===== config.mk =====
export PLATFORM = sky130hd
export DESIGN_NAME = fetch_queue
export DESIGN_NICKNAME = d
export VERILOG_FILES = /design/src/rtl/pipe_pkg.sv /design/src/rtl/fetch_fifo.sv /design/src/rtl/fetch_queue.sv
export SDC_FILE = /design/constraint.sdc
export NUM_CORES = 1
export LEC_CHECK = 0
export CAP_MARGIN = 20
export CORE_ASPECT_RATIO = 1.1
export CORE_MARGIN = 2
export CORE_UTILIZATION = 56
export CTS_CLUSTER_SIZE = 14
export DETAILED_ROUTE_END_ITERATION = 6
export HOLD_SLACK_MARGIN = 0.12
export PLACE_DENSITY = 0.86
export RECOVER_POWER = 25
export SLEW_MARGIN = 20
export SYNTH_ARGS = -nofsm -noshare
export SYNTH_HDL_FRONTEND = slang
export SYNTH_HIERARCHICAL = 1
export SYNTH_SLANG_ARGS = --single-unit

===== constraint.sdc =====
create_clock -name clock -period 4.23 [get_ports clock]
set_input_delay 0.846 -clock clock [delete_from_list [all_inputs] [get_ports clock]]
set_output_delay 0.846 -clock clock [all_outputs]
set_load 0.03 [all_outputs]

===== src/rtl/pipe_pkg.sv =====
// Shared pipeline types and constants for the fetch front end.
package pipe_pkg;

  localparam logic [31:0] NOP_INSTR = 32'h0000_0000;
  localparam logic [1:0]  JUMP_NONE = 2'b00;

  typedef struct packed {
    logic [31:0] pc;
    logic [31:0] instr;
    logic        fault;
  } fetch_entry_t;

  // Address and alignment of the read currently waiting on instruction memory.
  typedef struct packed {
    logic [31:0] pc;
    logic        fault;
  } fetch_tag_t;

  function automatic logic pc_misaligned(input logic [31:0] addr);
    return addr[1:0] != 2'b00;
  endfunction

endpackage


===== src/rtl/fetch_fifo.sv =====
// Synchronous FIFO of fetch entries; head is read straight from storage.
module fetch_fifo
  import pipe_pkg::*;
#(
  parameter  int unsigned DEPTH = 4,
  localparam int unsigned CW    = $clog2(DEPTH + 1)
) (
  input  logic          clock,
  input  logic          reset,
  input  logic          flush,
  input  logic          push,
  input  fetch_entry_t  push_entry,
  input  logic          pop,
  output logic [CW-1:0] count,
  output fetch_entry_t  head
);

  localparam int unsigned PW = $clog2(DEPTH);

  fetch_entry_t  mem_q [DEPTH];
  fetch_entry_t  mem_d [DEPTH];
  logic [PW-1:0] wr_ptr_q, wr_ptr_d;
  logic [PW-1:0] rd_ptr_q, rd_ptr_d;
  logic [CW-1:0] count_q, count_d;
  logic          do_push, do_pop;

  always_comb begin
    for (int unsigned i = 0; i < DEPTH; i++) begin
      mem_d[i] = mem_q[i];
    end
    wr_ptr_d = wr_ptr_q;
    rd_ptr_d = rd_ptr_q;
    count_d  = count_q;
    do_pop   = pop && (count_q != '0);
    // A push into a full FIFO is only legal when the head leaves the same cycle.
    do_push  = push && ((count_q != CW'(DEPTH)) || do_pop);

    if (reset) begin
      for (int unsigned i = 0; i < DEPTH; i++) begin
        mem_d[i] = '0;
      end
      wr_ptr_d = '0;
      rd_ptr_d = '0;
      count_d  = '0;
    end else if (flush) begin
      wr_ptr_d = '0;
      rd_ptr_d = '0;
      count_d  = '0;
    end else begin
      if (do_push) begin
        mem_d[wr_ptr_q] = push_entry;
        wr_ptr_d        = wr_ptr_q + PW'(1);
      end
      if (do_pop) begin
        rd_ptr_d = rd_ptr_q + PW'(1);
      end
      count_d = count_q + CW'(do_push) - CW'(do_pop);
    end
  end

  always_ff @(posedge clock) begin
    for (int unsigned i = 0; i < DEPTH; i++) begin
      mem_q[i] <= mem_d[i];
    end
    wr_ptr_q <= wr_ptr_d;
    rd_ptr_q <= rd_ptr_d;
    count_q  <= count_d;
  end

  always_comb begin
    count = count_q;
    head  = mem_q[rd_ptr_q];
  end

endmodule


===== src/rtl/fetch_queue.sv =====
// Instruction fetch queue: issues imem reads at the current PC, buffers the
// returned instructions with their PCs and hands them to decode.
module fetch_queue
  import pipe_pkg::*;
#(
  parameter int unsigned DEPTH = 4
) (
  input  logic        clock,
  input  logic        reset,
  input  logic [31:0] pc,
  input  logic [1:0]  jump,
  output logic        fetch_stall,
  output logic        imem_en,
  output logic [31:0] imem_addr,
  input  logic [31:0] imem_rdata,
  output logic        id_valid,
  input  logic        id_ready,
  output logic [31:0] id_instr,
  output logic [31:0] id_pc,
  output logic        id_fault
);

  localparam int unsigned CW = $clog2(DEPTH + 1);
  localparam int unsigned OW = CW + 1;

  logic [CW-1:0] count;
  fetch_entry_t  head;
  fetch_entry_t  push_entry;
  fetch_tag_t    tag_q, tag_d;
  logic          inflight_q, inflight_d;
  logic          flush;
  logic          pop;
  logic          issue;
  logic [OW-1:0] occupancy;

  always_comb begin
    flush     = (jump != JUMP_NONE);
    id_valid  = (count != '0);
    pop       = id_valid && id_ready;
    // Slots already claimed once this cycle's pop retires; the in-flight read
    // holds a slot so a full FIFO never sees an unplaceable return.
    occupancy = OW'(count) + OW'(inflight_q) - OW'(pop);
    issue     = !reset && !flush && (occupancy < OW'(DEPTH));

    imem_en     = issue;
    imem_addr   = {pc[31:2], 2'b00};
    fetch_stall = !issue && !flush && !reset;

    inflight_d = issue;
    tag_d      = tag_q;
    if (reset) begin
      tag_d = '0;
    end else if (issue) begin
      tag_d = '{pc: pc, fault: pc_misaligned(pc)};
    end

    push_entry = '{pc:    tag_q.pc,
                   instr: tag_q.fault ? NOP_INSTR : imem_rdata,
                   fault: tag_q.fault};

    id_instr = head.instr;
    id_pc    = head.pc;
    id_fault = head.fault;
  end

  always_ff @(posedge clock) begin
    inflight_q <= inflight_d;
    tag_q      <= tag_d;
  end

  fetch_fifo #(
    .DEPTH (DEPTH)
  ) u_fifo (
    .clock      (clock),
    .reset      (reset),
    .flush      (flush),
    .push       (inflight_q),
    .push_entry (push_entry),
    .pop        (pop),
    .count      (count),
    .head       (head)
  );

endmodule


Word level (Yosys, flattened, before mapping)
Memories as Yosys holds them, arrays and structs flattened. A register that Yosys moved wholly into a read port is not among the register bits.
Index checks and enable logic that the tools add are counted.
- output and inout port bits: 100
- memories: 1
- bits in writable memories: 260
- word-level logic and storage cells: 43
- input port bits: 69
- flip-flop bits (word level): 41
- $lt $le $gt $ge: 3
- reduce and logical (&&, ||, !) cells: 16
- eq/ne operators: 1
- add/sub/neg operators: 6
- bitwise operators: 1
- muxes and demuxes: 9
- memory list (name ; words ; width ; rd ports ; clocked after Yosys merged registers in ; wr ports ; line ; source):
    u_fifo.mem_q ; 4 ; 65 ; 5 ; 1 ; 4 ; fetch_fifo.sv:20 ; fetch_entry_t mem_q [DEPTH];
- operator list (cell ; count):
    260-bit 2-to-1 mux ; 3
    260-bit bitwise mux ; 1
    65-bit demux with 2-bit select ; 1
    65-bit 2-to-1 mux ; 1
    32-bit 2-to-1 mux ; 1
    1-bit logical AND ; 8
    2-bit by 1-bit adder with 2-bit output, second input constant ; 2
    3-bit by 1-bit adder with 4-bit output ; 1
    4-bit by 3-bit < comparator with 1-bit output, second input constant ; 1
    2-bit 2-to-1 mux ; 2
    2-bit nonzero test ; 2
    4-bit by 1-bit subtractor with 4-bit output ; 1
    3-bit by 1-bit adder with 3-bit output ; 1
    3-bit greater-or-equal comparator, second input constant ; 1
    1-bit zero test ; 3
    3-bit by 1-bit < comparator with 1-bit output, second input constant ; 1
    3-bit != test, second input constant ; 1
    2-bit NOT with 3-bit output ; 1
    3-bit nonzero test ; 1
    3-bit by 1-bit subtractor with 3-bit output ; 1
    2-bit OR reduction ; 1
    1-bit logical OR ; 1

Depth between registers and ports, before layout
Gate-level depths: netlist (run 1).
- word-level depth: 9
- mapped depth: 13
- mapped depth without buffers: 12

By module
Netlist (run 1), hierarchy kept.
- modules (own cells, without submodules) (module ; times used ; area an instance (um^2) ; cells an instance ; seq. area each (um^2)):
    fetch_fifo ; 1 ; 12259.3 ; 1039 ; 5385.2
    fetch_queue ; 1 ; 2059.5 ; 198 ; 680.7

Worst setup path before layout (run 1)
OpenSTA, ideal clock, no wires.
- path kind: register to output
- from: register u_fifo.count_q[2], in the netlist u_fifo/count[2]
- to: output imem_en
- data arrival time: 2615 ps
- stages on the path, launching flop included: 12
- path buffers: 2
- data required time: 3384 ps
- path slack: 769 ps
- path through: dfxtp_1 -> or3_2 -> and2_1 -> ha_1 -> inv_1 -> ha_1 -> nand3b_4 -> a211o_1 -> a31o_1 -> buf_6 -> buf_12 -> inv_1
- word-level cells in the longest chain between the ends: 5
- elaborated cells on any way between the ends: 6
- classes of those cells: add/sub: 2; order compare: 1; reduce/logical: 3
- ends and longest elaborated chain (element ; line ; source):
    start, declared ; fetch_fifo.sv:24 ; logic [CW-1:0] count_q, count_d;
    start signal, assigned ; fetch_fifo.sv:67 ; count_q <= count_d;
    3-bit nonzero test ; fetch_queue.sv:38 ; id_valid = (count != '0);
    net id_valid ; fetch_queue.sv:16 ; output logic id_valid,
    1-bit logical AND ; fetch_queue.sv:39 ; pop = id_valid && id_ready;
    net pop ; fetch_queue.sv:32 ; logic pop;
    4-bit by 1-bit subtractor with 4-bit output ; fetch_queue.sv:42 ; occupancy = OW'(count) + OW'(inflight_q) - OW'(pop);
    4-bit by 3-bit < comparator with 1-bit output ; fetch_queue.sv:43 ; issue = !reset && !flush && (occupancy < OW'(DEPTH));
    1-bit logical AND ; fetch_queue.sv:43 ;
    end, declared ; fetch_queue.sv:13 ; output logic imem_en,
The timed path passes the listed nets, and every way through them passes these cells.

Worst setup path after layout (run 1)
- from: register u_fifo.count_q[2], in the netlist u_fifo/count[2]
- to: output imem_en
- word-level cells in the longest chain between the ends: 5
- elaborated cells on any way between the ends: 6
- classes of those cells: add/sub: 2; order compare: 1; reduce/logical: 3
- ends and longest elaborated chain (element ; line):
    3-bit nonzero test ; fetch_queue.sv:38
    1-bit logical AND ; fetch_queue.sv:39
    net pop ; fetch_queue.sv:32
    4-bit by 1-bit subtractor with 4-bit output ; fetch_queue.sv:42
    4-bit by 3-bit < comparator with 1-bit output ; fetch_queue.sv:43
    1-bit logical AND ; fetch_queue.sv:43
The timed path passes the listed nets, and every way through them passes these cells.

==> results.cfg, run 1 <==
[worst_setup_path]
worstPathRequired_ps = 3380
crit_path_end_kind = output pin
r2r_slack_ps = 550
cp_max_fo = 8
r2r_start = u_fifo/count[1]$_SDFF_PP0_
regToRegEndpoint = u_fifo/mem_q[0][9]$_SDFFE_PP0P_
arrival_ps = 2920
cp-start-kind = register
crit_type = reg -> out
ff2ff_path_depth = 7

[power_and_ir_drop]
combPwrFrac_pct = 6.1
peakVddDrop_mv = 0.349
powerDensity_nw_per_um2 = 364
internal_power_uw = 4860
power.switching_uw = 1310
pwr-share-clk_pct = 46.9
power.share.switching_pct = 21.2
p_seq_share_pct = 47.0
p_leak_uw = 0.00727

[drt]
viasPerCell = 5.36
first_pass_iters = 4
remaining_drc_errors = 0
wl_per_cell_um = 17.4
drtAntennaViolNets = 0
num_vias = 8969
routed_wl_um = 29100
dr.first_iter.drc_count = 399

[final_layout]
final_cells = 1674
area_growth_pct = 18.3
finish.net_count = 1413
n_fill_cell = 1887
final_cell_mix = 326 x nand2b_1, 300 x dfxtp_1, 263 x mux2i_1, 163 x clkdlybuf4s50_1
final_layout_size_suffix_gt1_share_pct = 13.4
regArea_um2 = 6070
final_common_cell = nand2b_1
multiInputGateArea_um2 = 7410

[yosys]
synth_cells = 1237
synth_edf_count = 0
ys_ff_latch = 303
ys_types = 37
netlist.area_leader.share_pct = 42.4
seq_area_frac_synth_pct = 42.4
synthFlopType = dfxtp_1
yosys_warnings = 6
synthTopCellsByArea = dfxtp_1 42%, mux2i_1 18%, nand2b_1 14%
ys_async_sr_fraction_pct = 0
netlist.top_cell.by_area = dfxtp_1
syn_avg_cell_area_um2 = 11.6
netlist_area_um2 = 14300

[global_routing]
grt_use_total_pct = 21.6
overflow = 0
grt_pass1_vias = 9316
antenna_found_initial = 1
grt_max_degree = 364
grt_pass1_wl_um = 47100

[min_path]
holdCritPathClass = reg -> reg
hold_path_depth = 2
hp-start = u_fifo/mem_q[1][58]$_SDFFE_PP0P_
holdPathEnd = u_fifo/mem_q[1][58]$_SDFFE_PP0P_

[job]
cap_violations = 1

[sta]
clock_skew_ps = 8.17
post-route-period-util_pct = 89.0
max_freq_ghz = 0.266
worst_pin_slew_ps = 2010
fin_crit_ps = 3770
setup_tns_ps = 0
setup_violations = 0
hold_viol = 0
rsz0062_at_grt = false
setup_slack_ps = 464
slew_headroom_pct = -34.0
hold_slack_ps = 467
drv_slew = 27

[clock_network]
clk_pin_slew_ps = 60
root_buffer = clkbuf_16
worstSkewPairLatency_ps = 550
clock_sinks = 303
clockBufferDepth = 3
ctsHtreeMaxLevel = 1
cts_buffers = 31
post_cts_buffers = 0
cts_tree = built

[placed_design]
gp_congestion = 0.756
port-buffer-count = 166
dp_hpwl_um = 17900
dp.cells = 1615
dp_slack_ps = 268

[floorplan]
num_rows = 61
die_width_um = 156
fp.dieH_um = 172
initial_utilization_pct = 56.9
die_area_um2 = 26900
ios = 169
core-area_um2 = 25200

[outcome]
outcome = finished, violations left
violations = capacitance limit, slew limit
layer usage:
| layer | share of wire (%) | wire length [um] | GRT usage, % | vias to the layer above |
|---|---|---|---|---|
| met5 | 0 | 0 | 0 | - |
| met4 | 1.3 | 364 | 4.55 | 0 |
| met3 | 3.8 | 1090 | 3.00 | 33 |
| met2 | 50 | 14500 | 38.7 | 167 |
| met1 | 45 | 13100 | 27.9 | 4381 |
| li1 | - | - | - | 4388 |
sequential cells by signal (all words and copies together), names as in the netlist, named ones only:
register and count:
push_entry 33, u_fifo/wr_ptr_q 2, inflight_q 1, u_fifo/mem_q 260, u_fifo/count 3, u_fifo/rd_ptr_q 2
synthesized netlist by cell type, drive strengths merged, types with 3 or more instances:
library cell,number
and2,3
ha,9
nand2b,326
nand2,5
nor2b,65
mux4,65
xnor2,3
nor2,4
nor3,4
mux2,32
inv,11
buf,74
nand3,5
mux2i,263
clkbuf,49
dfxtp,303
power by group through the flow:
stage / combinational [uW] / clock, uW / sequential [uW]
floorplan: 266 / 0 / 2950
global placement: 369 / 0 / 2960
detailed placement: 373 / 0 / 2960
CTS: 376 / 2950 / 2900
global route: 402 / 3070 / 2900
finish: 376 / 2890 / 2900
critical path: stages, from the launching register on:
cell	delay [ps]
dfxtp_1	380
or3_2	510
and2_0	220
ha_1	280
nand3b_2	220
a211o_1	310
a31o_2	240
inv_1	70
buf_4	150
worst max path at each step:
stage	from	to	slack [ps]	cells past startpoint
final	u_fifo/count[2]$_SDFF_PP0_	imem_en	460	8
after global routing	id_ready	u_fifo/mem_q[0][10]$_SDFFE_PP0P_	300	7
after CTS	u_fifo/count[2]$_SDFF_PP0_	fetch_stall	110	10
after detailed placement	id_ready	fetch_stall	270	10
after global placement	id_ready	fetch_stall	330	10
after floorplan	u_fifo/count[2]$_SDFF_PP0_	imem_en	770	11
area by class of cell:
| type | instances | share of cell area (%) |
|---|---|---|
| multi-input combinational | 801 | 43.7 |
| sequential | 303 | 35.9 |
| timing repair buffer | 186 | 11.3 |
| clock buffer | 41 | 5.27 |
| tap | 315 | 2.33 |
| clock inverter | 16 | 1.24 |
| inverter | 11 | 0.244 |
| antenna | 1 | 0.0148 |
kinds of logic after synthesis:
kind of cell             count (synthesis)  synth area share [%]
multiplexers                           360                  31.9
buffers and inverters                  134                  5.99
adder cells (fa/ha/maj)                 10                 0.926
AND/OR/NAND/NOR                        421                  18.3
flip-flops                             303                  42.4
AO/OA/AOI/OAI                            4                 0.245
other                                    1                0.0262
XOR/XNOR                                 4                 0.245
metrics by stage:
step	util, %	power, uW	instance area (um^2)
2_1_floorplan	-	3210	14300
3_3_place_gp	62.9	3330	15800
3_5_place_dp	62.9	3330	15800
4_1_cts	67.3	6220	16900
5_1_grt	67.2	6370	16900
6_report	67.2	6170	16900
repair_timing:
action / CTS / global route
gates resized for setup: 0 / 1
endpoints found under the setup margin: 0 / 1
hold buffers: 0 / 0
(Power assumes the default switching activity.)
==> run 2, diff against run 1 <==
--- a/config.mk
+++ b/config.mk
@@ -8,13 +8,12 @@
 export CAP_MARGIN = 20
 export CORE_ASPECT_RATIO = 1.1
 export CORE_MARGIN = 2
-export CORE_UTILIZATION = 56
+export CORE_UTILIZATION = 34
 export CTS_CLUSTER_SIZE = 14
 export DETAILED_ROUTE_END_ITERATION = 6
 export HOLD_SLACK_MARGIN = 0.12
-export PLACE_DENSITY = 0.86
+export PLACE_DENSITY = 0.59
 export RECOVER_POWER = 25
-export SLEW_MARGIN = 20
 export SYNTH_ARGS = -nofsm -noshare
 export SYNTH_HDL_FRONTEND = slang
 export SYNTH_HIERARCHICAL = 1
==> results.cfg, run 2 (same netlist as run 1, synthesis figures left out) <==
[sta]
post-route-period-util_pct = 94.7
clock_skew_ps = 19.2
setup_tns_ps = 0
rsz0062_at_grt = false
hold_viol = 0
fin_crit_ps = 4010
slew_headroom_pct = -12.5
worst_pin_slew_ps = 1690
drv_slew = 123
setup_violations = 0
max_freq_ghz = 0.250

[final_layout]
final_common_cell = nand2b_1
final_layout_size_suffix_gt1_share_pct = 12.6
diodes = 0
area_growth_pct = 20.1
largest-register = u_fifo/mem_q
finish.net_count = 1416
final_cell_mix = 326 x nand2b_1, 301 x dfxtp_1, 263 x mux2i_1, 149 x clkdlybuf4s50_1
largest_reg_flops = 260

[outcome]
outcome = finished, violations left
violations = capacitance limit, slew limit

[worst_setup_path]
crit_path_end_kind = output pin
regToRegEndpoint = u_fifo/count[2]$_SDFF_PP0_
endpoint = fetch_stall
arrival_ps = 3160
cp-start-kind = register
crit_type = reg -> out
ff2ff_path_depth = 12
cp_max_fo = 8
r2r_start = u_fifo/count[2]$_SDFF_PP0_
r2r_slack_ps = 800
crit_start = u_fifo/count[2]$_SDFF_PP0_
worstPathRequired_ps = 3380

[global_routing]
grt_max_degree = 138
top_usage_layer = met2
met1_usage_pct = 19.6
overflow = 0
antenna_found_initial = 0
grt_pass1_wl_um = 50400
use_met3_pct = 2.74
grt_pass1_vias = 9293
grt_use_total_pct = 14.4
grt_use_met2_pct = 23.4

[clock_network]
root_buffer = clkbuf_16
clockBufferDepth = 3
ctsHtreeMaxLevel = 2
cts_hold_buf = 0
cts_resized = 0
cts_buffers = 35
clk_pin_slew_ps = 60
worstSkewPairLatency_ps = 510
cts_tree = built
post_cts_buffers = 0
clock_sinks = 303

[floorplan]
fp.dieH_um = 219
ios = 169
initial_utilization_pct = 34.6
die_area_um2 = 43800
num_rows = 78
core-area_um2 = 41400
die_width_um = 200

[placed_design]
gp_congestion = 0.694
dp_hpwl_um = 18800
port-buffer-count = 166

[drt]
wl_per_cell_um = 16.3
viasPerCell = 4.59
remaining_drc_errors = 0
dr.first_iter.drc_count = 378
num_vias = 8801
drtAntennaViolNets = 0
routed_wl_um = 31300
first_pass_iters = 6

[power_and_ir_drop]
peakVddDrop_mv = 0.226
powerDensity_nw_per_um2 = 361
p_total_uw = 6210
p_leak_uw = 0.00723

[min_path]
holdCritPathClass = reg -> reg

[job]
cap_violations = 2
-- run 2: how the worst min path moves through the flow --
stage,cells after the start,startpoint,endpoint,slack (ps)
2_1_floorplan,2,u_fifo/mem_q[1][51]$_SDFFE_PP0P_,u_fifo/mem_q[1][51]$_SDFFE_PP0P_,450
3_3_place_gp,2,u_fifo/mem_q[0][40]$_SDFFE_PP0P_,u_fifo/mem_q[0][40]$_SDFFE_PP0P_,460
3_5_place_dp,2,u_fifo/mem_q[0][16]$_SDFFE_PP0P_,u_fifo/mem_q[0][16]$_SDFFE_PP0P_,460
4_1_cts,2,u_fifo/mem_q[0][26]$_SDFFE_PP0P_,u_fifo/mem_q[0][26]$_SDFFE_PP0P_,470
5_1_grt,2,u_fifo/mem_q[0][14]$_SDFFE_PP0P_,u_fifo/mem_q[0][14]$_SDFFE_PP0P_,490
6_report,2,u_fifo/mem_q[0][26]$_SDFFE_PP0P_,u_fifo/mem_q[0][26]$_SDFFE_PP0P_,470
-- run 2: routing by layer --
layer  share of wire, %  vias to the layer above
met3                3.8                       41
met2                 46                      131
met1                 48                     4253
met4                2.0                        0
met5                  0                        -
li1                   -                     4376
-- run 2: area by class of cell --
class | instances | area, um^2
Tap cell | 560 | 701
Clock inverter | 2 | 35.0
Fill cell | 3969 | 24200
Clock buffer | 57 | 1080
Timing Repair Buffer | 185 | 1840
Inverter | 11 | 41.3
Multi-Input combinational cell | 801 | 7430
Sequential cell | 303 | 6070
-- run 2: critical path, stage by stage (launching register included) --
cell             delay [ps]
dfxtp_1                 380
or3_2                   510
and2_1                  210
ha_1                    190
inv_1                    50
ha_1                    240
nand3b_4                 90
a211o_1                 140
nand3_1                  70
nor2_1                   90
clkdlybuf4s50_1         680
-- run 2: per-stage QoR --
step / utilization [%] / cells / hold slack [ps] / cell area (um^2) / setup slack, ps
floorplan: - / 1238 / 445 / 14300 / 769
global placement: 38.9 / 1860 / 455 / 16100 / 309
detailed placement: 38.9 / 1860 / 461 / 16100 / 303
CTS: 41.6 / 1919 / 471 / 17200 / 174
global route: 41.6 / 1919 / 487 / 17200 / 64.4
finish: 41.6 / 1919 / 467 / 17200 / 225
-- run 2: power by group --
part	internal, uW	leakage, uW	switching (uW)	total [uW]
sequential	2880	0.00245	11.8	2890
clock	1790	0.000546	1140	2930
combinational	200	0.00424	182	382
==> run 3, diff against run 2 <==
--- a/config.mk
+++ b/config.mk
@@ -9,11 +9,12 @@
 export CORE_ASPECT_RATIO = 1.1
 export CORE_MARGIN = 2
 export CORE_UTILIZATION = 34
+export CTS_BUF_LIST = sky130_fd_sc_hd__clkbuf_8
 export CTS_CLUSTER_SIZE = 14
 export DETAILED_ROUTE_END_ITERATION = 6
 export HOLD_SLACK_MARGIN = 0.12
-export PLACE_DENSITY = 0.59
-export RECOVER_POWER = 25
+export PLACE_DENSITY = 0.49
+export RECOVER_POWER = 50
 export SYNTH_ARGS = -nofsm -noshare
 export SYNTH_HDL_FRONTEND = slang
 export SYNTH_HIERARCHICAL = 1
==> results.cfg, run 3 (same netlist as run 1, synthesis figures left out) <==
[outcome]
outcome = finished, violations left
violations = capacitance limit, slew limit

[clock_network]
clock_sinks = 303
cts_tree = built
root_buffer = clkbuf_8
clockBufferDepth = 3
ctsHtreeMaxLevel = 2
clk_pin_slew_ps = 50
cts_buffers = 54
worstSkewPairLatency_ps = 610
post_cts_buffers = 0

[final_layout]
finish.net_count = 1437
final_common_cell = nand2b_1
diodes = 0
largest_reg_flops = 260
final_layout_size_suffix_gt1_share_pct = 13.7
area_growth_pct = 19.1
largest-register = u_fifo/mem_q
final_cell_mix = 326 x nand2b_1, 301 x dfxtp_1, 263 x mux2i_1, 144 x clkdlybuf4s50_1

[drt]
routed_wl_um = 32800
num_vias = 8986
dr.first_iter.drc_count = 316
drtAntennaViolNets = 0
remaining_drc_errors = 0
viasPerCell = 4.61
first_pass_iters = 5
wl_per_cell_um = 16.8

[global_routing]
grt_use_met2_pct = 24.8
use_met3_pct = 2.90
grt_pass1_wl_um = 52000
grt_max_degree = 272
antenna_found_initial = 0
top_usage_layer = met2
met1_usage_pct = 20.2
overflow = 0
grt_use_total_pct = 15.3
grt_pass1_vias = 9444

[floorplan]
fp.dieH_um = 219
num_rows = 78
initial_utilization_pct = 34.6
core-area_um2 = 41400
die_area_um2 = 43800
die_width_um = 200
ios = 169

[job]
cap_violations = 1

[sta]
worst_pin_slew_ps = 2320
rsz0062_at_grt = false
setup_violations = 0
post-route-period-util_pct = 93.0
drv_slew = 272
clock_skew_ps = 11.3
max_freq_ghz = 0.254
slew_headroom_pct = -54.5
fin_crit_ps = 3930
hold_viol = 0
setup_tns_ps = 0

[min_path]
holdCritPathClass = reg -> reg
hold_path_depth = 2

[power_and_ir_drop]
powerDensity_nw_per_um2 = 338
p_leak_uw = 0.00727
p_total_uw = 5770
peakVddDrop_mv = 0.187

[worst_setup_path]
crit_type = reg -> out
worstPathRequired_ps = 3380
arrival_ps = 3090
ff2ff_path_depth = 7
crit_path_end_kind = output pin
cp_max_fo = 8
cp-start-kind = register

[placed_design]
dp_hpwl_um = 19100
port-buffer-count = 166
gp_congestion = 0.682
run 3: cell types whose count changed in the layout (fill, tap and decap cells not counted), sizes merged:
cell           previous run  this run
bufinv                    1         0
clkinvlp                  0         1
buf                      17        14
clkdlybuf4s50           149       144
dlygate4sd2               0         1
dlygate4sd3              15        19
clkbuf                   61        72
inv                      11        33
run 3: final timing paths:
| check | startpoint | endpoint | slack [ps] |
|---|---|---|---|
| min | u_fifo/mem_q[0][46]$_SDFFE_PP0P_ | u_fifo/mem_q[0][46]$_SDFFE_PP0P_ | 470 |
| max | u_fifo/count[2]$_SDFF_PP0_ | imem_en | 300 |
| min reg2reg | u_fifo/mem_q[0][46]$_SDFFE_PP0P_ | u_fifo/mem_q[0][46]$_SDFFE_PP0P_ | 470 |
| max reg2reg | u_fifo/count[1]$_SDFF_PP0_ | u_fifo/mem_q[0][8]$_SDFFE_PP0P_ | 540 |
run 3: repair_timing:
action / CTS / global route
hold buffers: 0 / 0
gates resized for setup: 1 / 0
endpoints found under the setup margin: 1 / 0
run 3: layer usage:
metal	vias up	wire, um
li1	4426	-
met1	4358	15600
met2	154	15300
met3	48	1280
met4	0	655
met5	-	0
run 3: cell type report:
cell class	instances	area [um^2]
clock buffer	63	867
inverter	11	41.3
sequential	303	6070
multi-input combinational	801	7420
tap	560	701
clock inverter	24	95.1
fill	4104	24300
timing repair buffer	187	1850
run 3: through the flow:
step | util, % | setup slack, ps | cells | hold WS, ps | instance area [um^2]
3_5_place_dp | 39.0 | 276 | 1862 | 462 | 16200
5_1_grt | 41.2 | 136 | 1949 | 485 | 17000
4_1_cts | 41.4 | 259 | 1949 | 473 | 17100
6_report | 41.2 | 297 | 1949 | 468 | 17000
3_3_place_gp | 39.0 | 274 | 1862 | 456 | 16200
2_1_floorplan | - | 769 | 1238 | 445 | 14300
run 3: worst max-delay path, cell delays in order (launching register included):
cell,delay (ps)
dfxtp_1,380
or3_2,510
and2_0,230
ha_1,200
inv_1,60
ha_1,150
nand3b_4,90
a211o_1,310
a31o_2,250
inv_1,140
buf_12,150
run 3: where the power goes:
part	internal, uW	switching [uW]
registers	2880	11.7
clock network	1330	1160
logic	203	186
==> variant (config.mk and constraints of run 1) <==
`DEPTH` is set to 4 in 2 places; all go to 8.
--- a/src/rtl/fetch_fifo.sv
+++ b/src/rtl/fetch_fifo.sv
@@ -2,7 +2,7 @@
 module fetch_fifo
   import pipe_pkg::*;
 #(
-  parameter  int unsigned DEPTH = 4,
+  parameter  int unsigned DEPTH = 8,
   localparam int unsigned CW    = $clog2(DEPTH + 1)
 ) (
   input  logic          clock,
--- a/src/rtl/fetch_queue.sv
+++ b/src/rtl/fetch_queue.sv
@@ -3,7 +3,7 @@
 module fetch_queue
   import pipe_pkg::*;
 #(
-  parameter int unsigned DEPTH = 4
+  parameter int unsigned DEPTH = 8
 ) (
   input  logic        clock,
   input  logic        reset,
Function: same outputs for any inputs over 4 cycles, from zero or initial values and one cycle with reset high; that may be too few to reach the edited logic, so the function may still have changed.
==> variant against run 1 <==
The flow still finishes with violations (capacitance limit, slew limit); wire length up 100%; worst setup slack worse by 0.17 ns; area after synthesis up 88%; cell area up 79%; combinational power up 36%; total power up 81%; sequential cell count up 264; synthesized cell count up 88%; largest cell class unchanged; highest routed layer is now met5.
==> variant: results (changes against run 1) <==
STA
The number of pins exceeding their max-slew limit in the final report is 211 (+680%). The worst slew slack as a fraction of its limit is -0.258 (+0.0814).

Placement
The area of placed instances is 0.0284 mm2 (+79%). The placed cell count came to 2902 (+80%). The HPWL after detailed placement is 34.1 mm (+91%).

Outcome
The final reports fail on capacitance limit, slew limit. The run finished, with violations left.

Route
The number of DRC violations after detailed-routing iteration 0 came to 990 (+150%). The wire length on met3 was 2.24 mm (+110%). The number of detailed-routing iterations run before antenna repair came to 5 (+1).

The wire length on met2 was 29.5 mm (+100%).

Power
The static leakage is 13.4 nW (+85%). The cell-internal power is 0.00875 W (+80%).

Clocking
The source-to-sink clock delay at the later pin of the worst-skew pair is 0.62 ns (+0.07 ns). The depth of the CTS H-tree was 2 (+1).

Cells and area
The flip-flop count of the largest register after layout is 520 (+100%). The final-stage net count is 2401 (+70%).

Worst hold path
For hold timing, the worst endpoint is u_fifo/mem_q[0][23]$_SDFFE_PP0P_. The origin of the worst min-delay path is u_fifo/mem_q[0][23]$_SDFFE_PP0P_.

Worst setup path
The setup slack of the worst register-to-register path was 0.50 ns (-0.05 ns).

GRT
The number of global-route vias before repair is 17633 (+89%). The global-route wire length before repair is 93.6 mm (+99%).

Synth
Yosys attributes the largest share of cell area to sky130_fd_sc_hd__dfxtp_1 42%, sky130_fd_sc_hd__mux2i_1 19%, sky130_fd_sc_hd__nand2b_1 14%, sky130_fd_sc_hd__mux4_2 11%, sky130_fd_sc_hd__mux2_2 2.9%. The post-synthesis cell type count came to 42 (+14%).

Job
The max capacitance violation total is 4 (+3).
==> variant: cell types whose count changed after synthesis, moves of 18 or more <==
cell,run 1,this run
sky130_fd_sc_hd__buf_1,1,67
sky130_fd_sc_hd__buf_2,11,29
sky130_fd_sc_hd__clkbuf_1,49,86
sky130_fd_sc_hd__dfxtp_1,303,567
sky130_fd_sc_hd__mux2_2,4,69
sky130_fd_sc_hd__mux2i_1,263,524
sky130_fd_sc_hd__mux4_2,65,130
sky130_fd_sc_hd__nand2b_1,326,586
==> variant: worst max path at each step <==
stage | start | end | slack (ns) | cells after the start
floorplan | u_fifo/count[3]$_SDFF_PP0_ | imem_en | 0.92 | 11
global placement | id_ready | fetch_stall | 0.24 | 10
detailed placement | id_ready | fetch_stall | 0.22 | 10
CTS | u_fifo/count[3]$_SDFF_PP0_ | fetch_stall | 0.02 | 12
global route | u_fifo/count[3]$_SDFF_PP0_ | imem_en | 0.08 | 12
finish | u_fifo/count[3]$_SDFF_PP0_ | imem_en | 0.29 | 12
==> variant: final cells by class <==
class	instances	area, um2	area share
clock buffers	89	1740	0.0573
clock inverters	18	249	0.00821
inverters	12	45.0	0.00149
multi-input cells	1484	14100	0.465
well taps	645	807	0.0266
repair buffers	196	2020	0.0667
flip-flops and latches	567	11400	0.375
==> variant: logic make-up after synthesis <==
group | synth area share
AOI/OAI and AO/OA | 0.00762
adders and majority gates | 0.00678
buffers and inverters | 0.0564
xor gates and xnor gates | 0.000325
muxes | 0.348
and+or+nand+nor | 0.160
other | 0.000139
DFF | 0.421
==> variant: power by group through the flow <==
stage	Clock (W)	Combinational, W	Sequential [W]
floorplan	0	0.000370	0.00549
global placement	0	0.000493	0.00550
detailed placement	0	0.000504	0.00550
finish	0.00528	0.000510	0.00538
global route	0.00558	0.000542	0.00538
CTS	0.00538	0.000508	0.00538
